===== config.mk =====
export PLATFORM = sky130hd
export DESIGN_NAME = wb_ext_bridge_flat
export DESIGN_NICKNAME = d
export VERILOG_FILES = /design/src/rtl/wb_ext_bridge_if.sv /design/src/rtl/wb_ext_bridge.sv /design/src/flat_wrapper.sv
export SDC_FILE = /design/constraint.sdc
export NUM_CORES = 1
export LEC_CHECK = 0
export BUFFER_PORTS_ARGS = -buffer_cell sky130_fd_sc_hd__buf_4
export CORE_AREA = 2 2 97 122
export DETAILED_ROUTE_END_ITERATION = 6
export DIE_AREA = 0 0 99 124
export PLACE_DENSITY = 0.79
export SLEW_MARGIN = 20
export SYNTH_ARGS = -nofsm -noshare
export SYNTH_HDL_FRONTEND = slang
export SYNTH_SLANG_ARGS = --single-unit

===== constraint.sdc =====
create_clock -name clk -period 2.4 [get_ports clk]
set_clock_uncertainty 0.15 [all_clocks]
set_input_delay 0.12 -clock clk [delete_from_list [all_inputs] [get_ports clk]]
set_output_delay 0.12 -clock clk [all_outputs]
set_load 0.05 [all_outputs]

===== src/rtl/wb_ext_bridge_if.sv =====
// rtl/wb_ext_bridge_if.sv - Wishbone-side and ext-side signal bundle for wb_ext_bridge
interface wb_ext_bridge_if;
  logic        wbs_cyc_i;
  logic        wbs_stb_i;
  logic        wbs_we_i;
  logic [3:0]  wbs_sel_i;
  logic [31:0] wbs_adr_i;
  logic [31:0] wbs_dat_i;
  logic        wbs_ack_o;
  logic [31:0] wbs_dat_o;
  logic        ext_valid;
  logic        ext_instruction;
  logic [31:0] ext_address;
  logic [31:0] ext_write_data;
  logic [3:0]  ext_write_strobe;
  logic        ext_ready;
  logic [31:0] ext_read_data;

  // Bridge view: Wishbone slave on one side, ext request master on the other
  modport slave (
    input  wbs_cyc_i, wbs_stb_i, wbs_we_i, wbs_sel_i, wbs_adr_i, wbs_dat_i,
    output wbs_ack_o, wbs_dat_o,
    output ext_valid, ext_instruction, ext_address, ext_write_data, ext_write_strobe,
    input  ext_ready, ext_read_data
  );

  // Environment view: Wishbone master plus the core answering ext requests
  modport master (
    output wbs_cyc_i, wbs_stb_i, wbs_we_i, wbs_sel_i, wbs_adr_i, wbs_dat_i,
    input  wbs_ack_o, wbs_dat_o,
    input  ext_valid, ext_instruction, ext_address, ext_write_data, ext_write_strobe,
    output ext_ready, ext_read_data
  );
endinterface


===== src/rtl/wb_ext_bridge.sv =====
// rtl/wb_ext_bridge.sv - registered Wishbone classic to ext valid/ready bridge with timeout
module wb_ext_bridge #(
  parameter logic [31:0] BASE_ADDR      = 32'h3000_0000,
  parameter int          WINDOW_BITS    = 24,
  parameter int          TIMEOUT_CYCLES = 255,
  parameter logic [31:0] TIMEOUT_DATA   = 32'hDEAD_BEEF
) (
  input  logic           clk,
  input  logic           reset_n,
  wb_ext_bridge_if.slave bus,
  output logic           timeout_o,
  output logic           busy_o
);

  typedef enum logic [1:0] {IDLE, REQ, ACK, DRAIN} state_e;

  // Last counter value before the request is abandoned
  localparam logic [15:0] CNT_LAST = 16'(TIMEOUT_CYCLES - 1);

  state_e      state_q;
  logic [15:0] cnt_q;
  logic        we_q;
  logic        ack_q;
  logic        valid_q;
  logic        timeout_q;
  logic        busy_q;
  logic [31:0] dat_q;
  logic [31:0] addr_q;
  logic [31:0] wdata_q;
  logic [3:0]  strb_q;

  logic req_w;
  logic in_window_w;
  logic expire_w;

  assign req_w       = bus.wbs_cyc_i & bus.wbs_stb_i;
  assign in_window_w = (bus.wbs_adr_i[31:WINDOW_BITS] == BASE_ADDR[31:WINDOW_BITS]);
  assign expire_w    = (cnt_q == CNT_LAST);

  // Single FSM; every output comes straight from a register
  always_ff @(posedge clk or negedge reset_n) begin
    if (!reset_n) begin
      state_q   <= IDLE;
      cnt_q     <= 16'd0;
      we_q      <= 1'b0;
      ack_q     <= 1'b0;
      valid_q   <= 1'b0;
      timeout_q <= 1'b0;
      busy_q    <= 1'b0;
      dat_q     <= 32'd0;
      addr_q    <= 32'd0;
      wdata_q   <= 32'd0;
      strb_q    <= 4'd0;
    end else begin
      ack_q <= 1'b0;
      case (state_q)
        IDLE: begin
          if (req_w) begin
            busy_q <= 1'b1;
            if (in_window_w) begin
              addr_q  <= bus.wbs_adr_i;
              wdata_q <= bus.wbs_dat_i;
              strb_q  <= bus.wbs_we_i ? bus.wbs_sel_i : 4'b0000;
              we_q    <= bus.wbs_we_i;
              cnt_q   <= 16'd0;
              valid_q <= 1'b1;
              state_q <= REQ;
            end else begin
              // Outside the user window: answer locally, never touch the core
              dat_q   <= 32'd0;
              ack_q   <= 1'b1;
              state_q <= ACK;
            end
          end
        end
        REQ: begin
          if (bus.ext_ready) begin
            dat_q   <= we_q ? 32'd0 : bus.ext_read_data;
            valid_q <= 1'b0;
            ack_q   <= 1'b1;
            state_q <= ACK;
          end else if (expire_w) begin
            dat_q     <= TIMEOUT_DATA;
            timeout_q <= 1'b1;
            valid_q   <= 1'b0;
            ack_q     <= 1'b1;
            state_q   <= ACK;
          end else begin
            cnt_q <= cnt_q + 16'd1;
            // Master gave up: keep the core request alive but owe no ack
            if (!bus.wbs_cyc_i) begin
              state_q <= DRAIN;
            end
          end
        end
        ACK: begin
          busy_q  <= 1'b0;
          state_q <= IDLE;
        end
        DRAIN: begin
          if (bus.ext_ready) begin
            valid_q <= 1'b0;
            busy_q  <= 1'b0;
            state_q <= IDLE;
          end else if (expire_w) begin
            timeout_q <= 1'b1;
            valid_q   <= 1'b0;
            busy_q    <= 1'b0;
            state_q   <= IDLE;
          end else begin
            cnt_q <= cnt_q + 16'd1;
          end
        end
        default: state_q <= IDLE;
      endcase
    end
  end

  assign bus.wbs_ack_o        = ack_q;
  assign bus.wbs_dat_o        = dat_q;
  assign bus.ext_valid        = valid_q;
  assign bus.ext_instruction  = 1'b0;
  assign bus.ext_address      = addr_q;
  assign bus.ext_write_data   = wdata_q;
  assign bus.ext_write_strobe = strb_q;
  assign timeout_o            = timeout_q;
  assign busy_o               = busy_q;

endmodule


===== src/flat_wrapper.sv =====
// flat-port wrapper written by rule: the top's interface ports become plain ports
module wb_ext_bridge_flat 
#(
  parameter logic [31:0] BASE_ADDR      = 32'h3000_0000,
  parameter int          WINDOW_BITS    = 24,
  parameter int          TIMEOUT_CYCLES = 255,
  parameter logic [31:0] TIMEOUT_DATA   = 32'hDEAD_BEEF
)
  (clk, reset_n, timeout_o, busy_o, bus_wbs_cyc_i, bus_wbs_stb_i, bus_wbs_we_i, bus_wbs_sel_i, bus_wbs_adr_i, bus_wbs_dat_i, bus_wbs_ack_o, bus_wbs_dat_o, bus_ext_valid, bus_ext_instruction, bus_ext_address, bus_ext_write_data, bus_ext_write_strobe, bus_ext_ready, bus_ext_read_data);
  wb_ext_bridge_if bus_i ();
  input  logic clk;
  input  logic reset_n;
  output logic timeout_o;
  output logic busy_o;
  input wire logic [$bits(bus_i.wbs_cyc_i)-1:0] bus_wbs_cyc_i;
  input wire logic [$bits(bus_i.wbs_stb_i)-1:0] bus_wbs_stb_i;
  input wire logic [$bits(bus_i.wbs_we_i)-1:0] bus_wbs_we_i;
  input wire logic [$bits(bus_i.wbs_sel_i)-1:0] bus_wbs_sel_i;
  input wire logic [$bits(bus_i.wbs_adr_i)-1:0] bus_wbs_adr_i;
  input wire logic [$bits(bus_i.wbs_dat_i)-1:0] bus_wbs_dat_i;
  output wire logic [$bits(bus_i.wbs_ack_o)-1:0] bus_wbs_ack_o;
  output wire logic [$bits(bus_i.wbs_dat_o)-1:0] bus_wbs_dat_o;
  output wire logic [$bits(bus_i.ext_valid)-1:0] bus_ext_valid;
  output wire logic [$bits(bus_i.ext_instruction)-1:0] bus_ext_instruction;
  output wire logic [$bits(bus_i.ext_address)-1:0] bus_ext_address;
  output wire logic [$bits(bus_i.ext_write_data)-1:0] bus_ext_write_data;
  output wire logic [$bits(bus_i.ext_write_strobe)-1:0] bus_ext_write_strobe;
  input wire logic [$bits(bus_i.ext_ready)-1:0] bus_ext_ready;
  input wire logic [$bits(bus_i.ext_read_data)-1:0] bus_ext_read_data;
  assign bus_i.wbs_cyc_i = bus_wbs_cyc_i;
  assign bus_i.wbs_stb_i = bus_wbs_stb_i;
  assign bus_i.wbs_we_i = bus_wbs_we_i;
  assign bus_i.wbs_sel_i = bus_wbs_sel_i;
  assign bus_i.wbs_adr_i = bus_wbs_adr_i;
  assign bus_i.wbs_dat_i = bus_wbs_dat_i;
  assign bus_wbs_ack_o = bus_i.wbs_ack_o;
  assign bus_wbs_dat_o = bus_i.wbs_dat_o;
  assign bus_ext_valid = bus_i.ext_valid;
  assign bus_ext_instruction = bus_i.ext_instruction;
  assign bus_ext_address = bus_i.ext_address;
  assign bus_ext_write_data = bus_i.ext_write_data;
  assign bus_ext_write_strobe = bus_i.ext_write_strobe;
  assign bus_i.ext_ready = bus_ext_ready;
  assign bus_i.ext_read_data = bus_ext_read_data;
  wb_ext_bridge #(.BASE_ADDR(BASE_ADDR), .WINDOW_BITS(WINDOW_BITS), .TIMEOUT_CYCLES(TIMEOUT_CYCLES), .TIMEOUT_DATA(TIMEOUT_DATA)) u_core (.clk(clk), .reset_n(reset_n), .bus(bus_i), .timeout_o(timeout_o), .busy_o(busy_o));
endmodule

==> metrics <==
fmax about 440 MHz; Post-CTS Setup Repair Bufs 0; Iteration-0 DRC Markers 287; CP startpoint u_core.cnt_q[9]; initial antenna violation count 1; Total Wirelength around 16000 um; final number of max-transition violations 0; # H-tree levels 4; worst slew pin tran 0.721 ns; Syn-to-layout area delta 62.5%; commonest non-fill, non-tap cell in the layout buf_4; deepest clock path buffer count 2; Resize count post-CTS 0; Register Area 3080 um^2; initial core utilization roughly half; synthesis-stage register bit count 123; YS warnings 0; RSZ-0062 raised after global routing true; Slew HR ~52%; vias 4643; Rows 43; post-route ant nets 0; met2 routed WL ~8400 um; Highest Signal Layer met4; layout cell share with drive strength beyond 1 between 40 and 50%; Port Buffers around 210; Final Cell Area a little under 9000 um^2; Post-Synth Adder-Cell Area less than 1%; HP Class input port to flip-flop; simple-gate area share of the yosys netlist about 8.5%; GP Congestion 0.805; sequential element share of the synthesized area about 57%; max cap viols 0; status finished clean; arrival time at the worst endpoint 2.40 ns; element type at the critical path end flip-flop; Setup violations, final 0; cts bufs inserted 17; PwrDens 617 nW/um^2; XOR/XNOR share of the synthesized area 0%; DRC Markers 0; Post-DP Area between 7000 and 8000 um^2; Final #Nets roughly 840; Ports 211; worst hold slack around 0.02 ns; Post-DP HPWL 9430 um; mean post-synth cell area between 10 and 15 um^2; Peak VDD IR approximately 0.00063 V; layout filler cell count a little over 600; vias per inst 5.30; DR WL met3 around 1100 um; highest-count cells in the layout ignoring fill and taps buf_4, dfrtp_1, dlygate4sd3_1; number of global-route vias before repair 4953; Total GRT Usage a little over a quarter; wire per inst 18.6 um; critical path type flip-flop to flip-flop; Met1 Wirelength about 6400 um; Worst Path Required approximately 2.5 ns; mux cell area share after synthesis 18.8%; later-pin clock latency in the skew report approximately 0.4 ns; clk root buf clkbuf_16; CTS tree yes; Tcrit/Tclk final a little over nine tenths; largest net degree at the start of global routing 55; Worst R2R Start u_core.cnt_q[9]; post-synth cell types 49; TritonRoute pass-1 iters 6; CP Launch Type flip-flop; Post-Syn Area between 5000 and 6000 um^2; Compound-Gate Fraction of Synth Area ~11%; Syn Inst Count roughly 410; clock sinks ~120; Main synth FF type dfrtp_1; Horiz. Die Dim between 90 and 100 um; Post-Syn Nets about 520; fin crit period about 2.3 ns; Multi-input gate area ~2100 um^2; global-route wire length before repair roughly 26000 um; Final Hold Violating Endpoints 0; full die area approximately 12000 um^2; die height 124 um; EDFF count, synth 0; CP Max Fanout 10; main combinational cell family by area after synthesis multiplexers; Pleak ~4.4 nW; hold_sp bus_wbs_cyc_i; Clock Pin Slew Worst Setup and Hold Paths about 0.06 ns; CORE AREA around 11000 um^2; Post-synth ARST share 100%; global route total overflow 0
## worst max-delay path: stages (launching register included)
cell and delay (ns):
dfrtp_1 0.45, or4_4 0.56, nor4_4 0.30, o21ai_1 0.32, a32o_1 0.35
## per-layer routing
layer / GRT usage (%) / up-vias
li1: - / 2123
met1: 31.5 / 2288
met2: 48.1 / 214
met3: 7.13 / 18
met4: 9.08 / 0
met5: 0 / -
## through the flow
step / worst slack [ns] / power, mW / TNS, ns / cells / util (%)
global route: -0.00413 / 5.54 / -0.00413 / 876 / 78.9
detailed placement: 0.185 / 2.61 / 0 / 743 / 64.2
floorplan: 0.254 / 2.35 / 0 / 413 / -
finish: 0.130 / 5.37 / 0 / 876 / 78.9
global placement: 0.264 / 2.60 / 0 / 743 / 64.2
CTS: 0.176 / 5.38 / 0 / 875 / 78.9
## sequential cells by signal, summed over array words and instances, names as in the netlist
register,flops
u_core.bus.ext_address,32
u_core.bus.ext_valid,1
u_core.bus.ext_write_data,32
u_core.bus.ext_write_strobe,4
u_core.bus.wbs_ack_o,1
u_core.bus.wbs_dat_o,32
u_core.busy_o,1
u_core.cnt_q,16
u_core.state_q,2
u_core.timeout_o,1
u_core.we_q,1
## cells in the mapped netlist (3+ instances only)
library cell,number,share of area [%]
a21o_1,3,0.42
dfrtp_1,123,57
buf_4,3,0.42
a41oi_1,3,0.49
mux2_2,27,5.7
nand3_1,8,0.75
o21ai_0,9,0.84
a21boi_0,25,3.5
clkbuf_1,15,1.1
nor3_1,4,0.37
a31oi_1,16,1.9
mux2i_1,24,4.5
mux2_4,30,8.4
nand2b_1,4,0.47
buf_6,6,1.3
o21a_1,3,0.42
nand4_1,4,0.47
buf_2,3,0.28
a32o_1,8,1.5
and2_1,6,0.70
o211ai_1,3,0.42
nand2_1,37,2.6
nor2_1,9,0.63
inv_1,7,0.49
## repair_timing
action / in CTS / in global routing
endpoints found under the setup margin: 0 / 1
endpoints found under the hold margin: 174 / 0
hold buffers: 100 / 0
## power by group
group | internal, mW | switching [mW]
logic | 0.306 | 0.276
registers | 2.11 | 0.0262
clock network | 1.70 | 0.952
## logic make-up (layout without fill, tap and decap cells)
family                   count (synthesis)  in the layout
adder cells (fa/ha/maj)                  2              2
multiplexers                            82             82
flip-flops                             123            123
other                                    1              2
AO/OA/AOI/OAI                           82             82
AND/OR/NAND/NOR                         87             87
buffers and inverters                   36            363
## final cells by class
class | instances | area share [%]
Antenna cell | 1 | 0.0288
Multi-Input combinational cell | 254 | 24.0
Tap cell | 135 | 1.94
Sequential cell | 123 | 35.4
Timing Repair Buffer | 323 | 31.2
Clock buffer | 20 | 5.25
Clock inverter | 12 | 1.88
Inverter | 8 | 0.345
## worst paths after layout
path | endpoint | slack (ns) | cells after the start
worst max-delay path | u_core.bus.wbs_dat_o[4] | 0.13 | 4
worst min-delay path | u_core.state_q[1] | 0.02 | 4
worst max register to register | u_core.bus.wbs_dat_o[4] | 0.13 | 4
worst min register to register | u_core.timeout_o | 0.31 | 1
max in group asynchronous | u_core.bus.ext_write_data[6] | 1.15 | 3
min in group asynchronous | u_core.bus.wbs_dat_o[3] | 0.03 | 2
No activity file was read; power rests on OpenSTA's default activity.
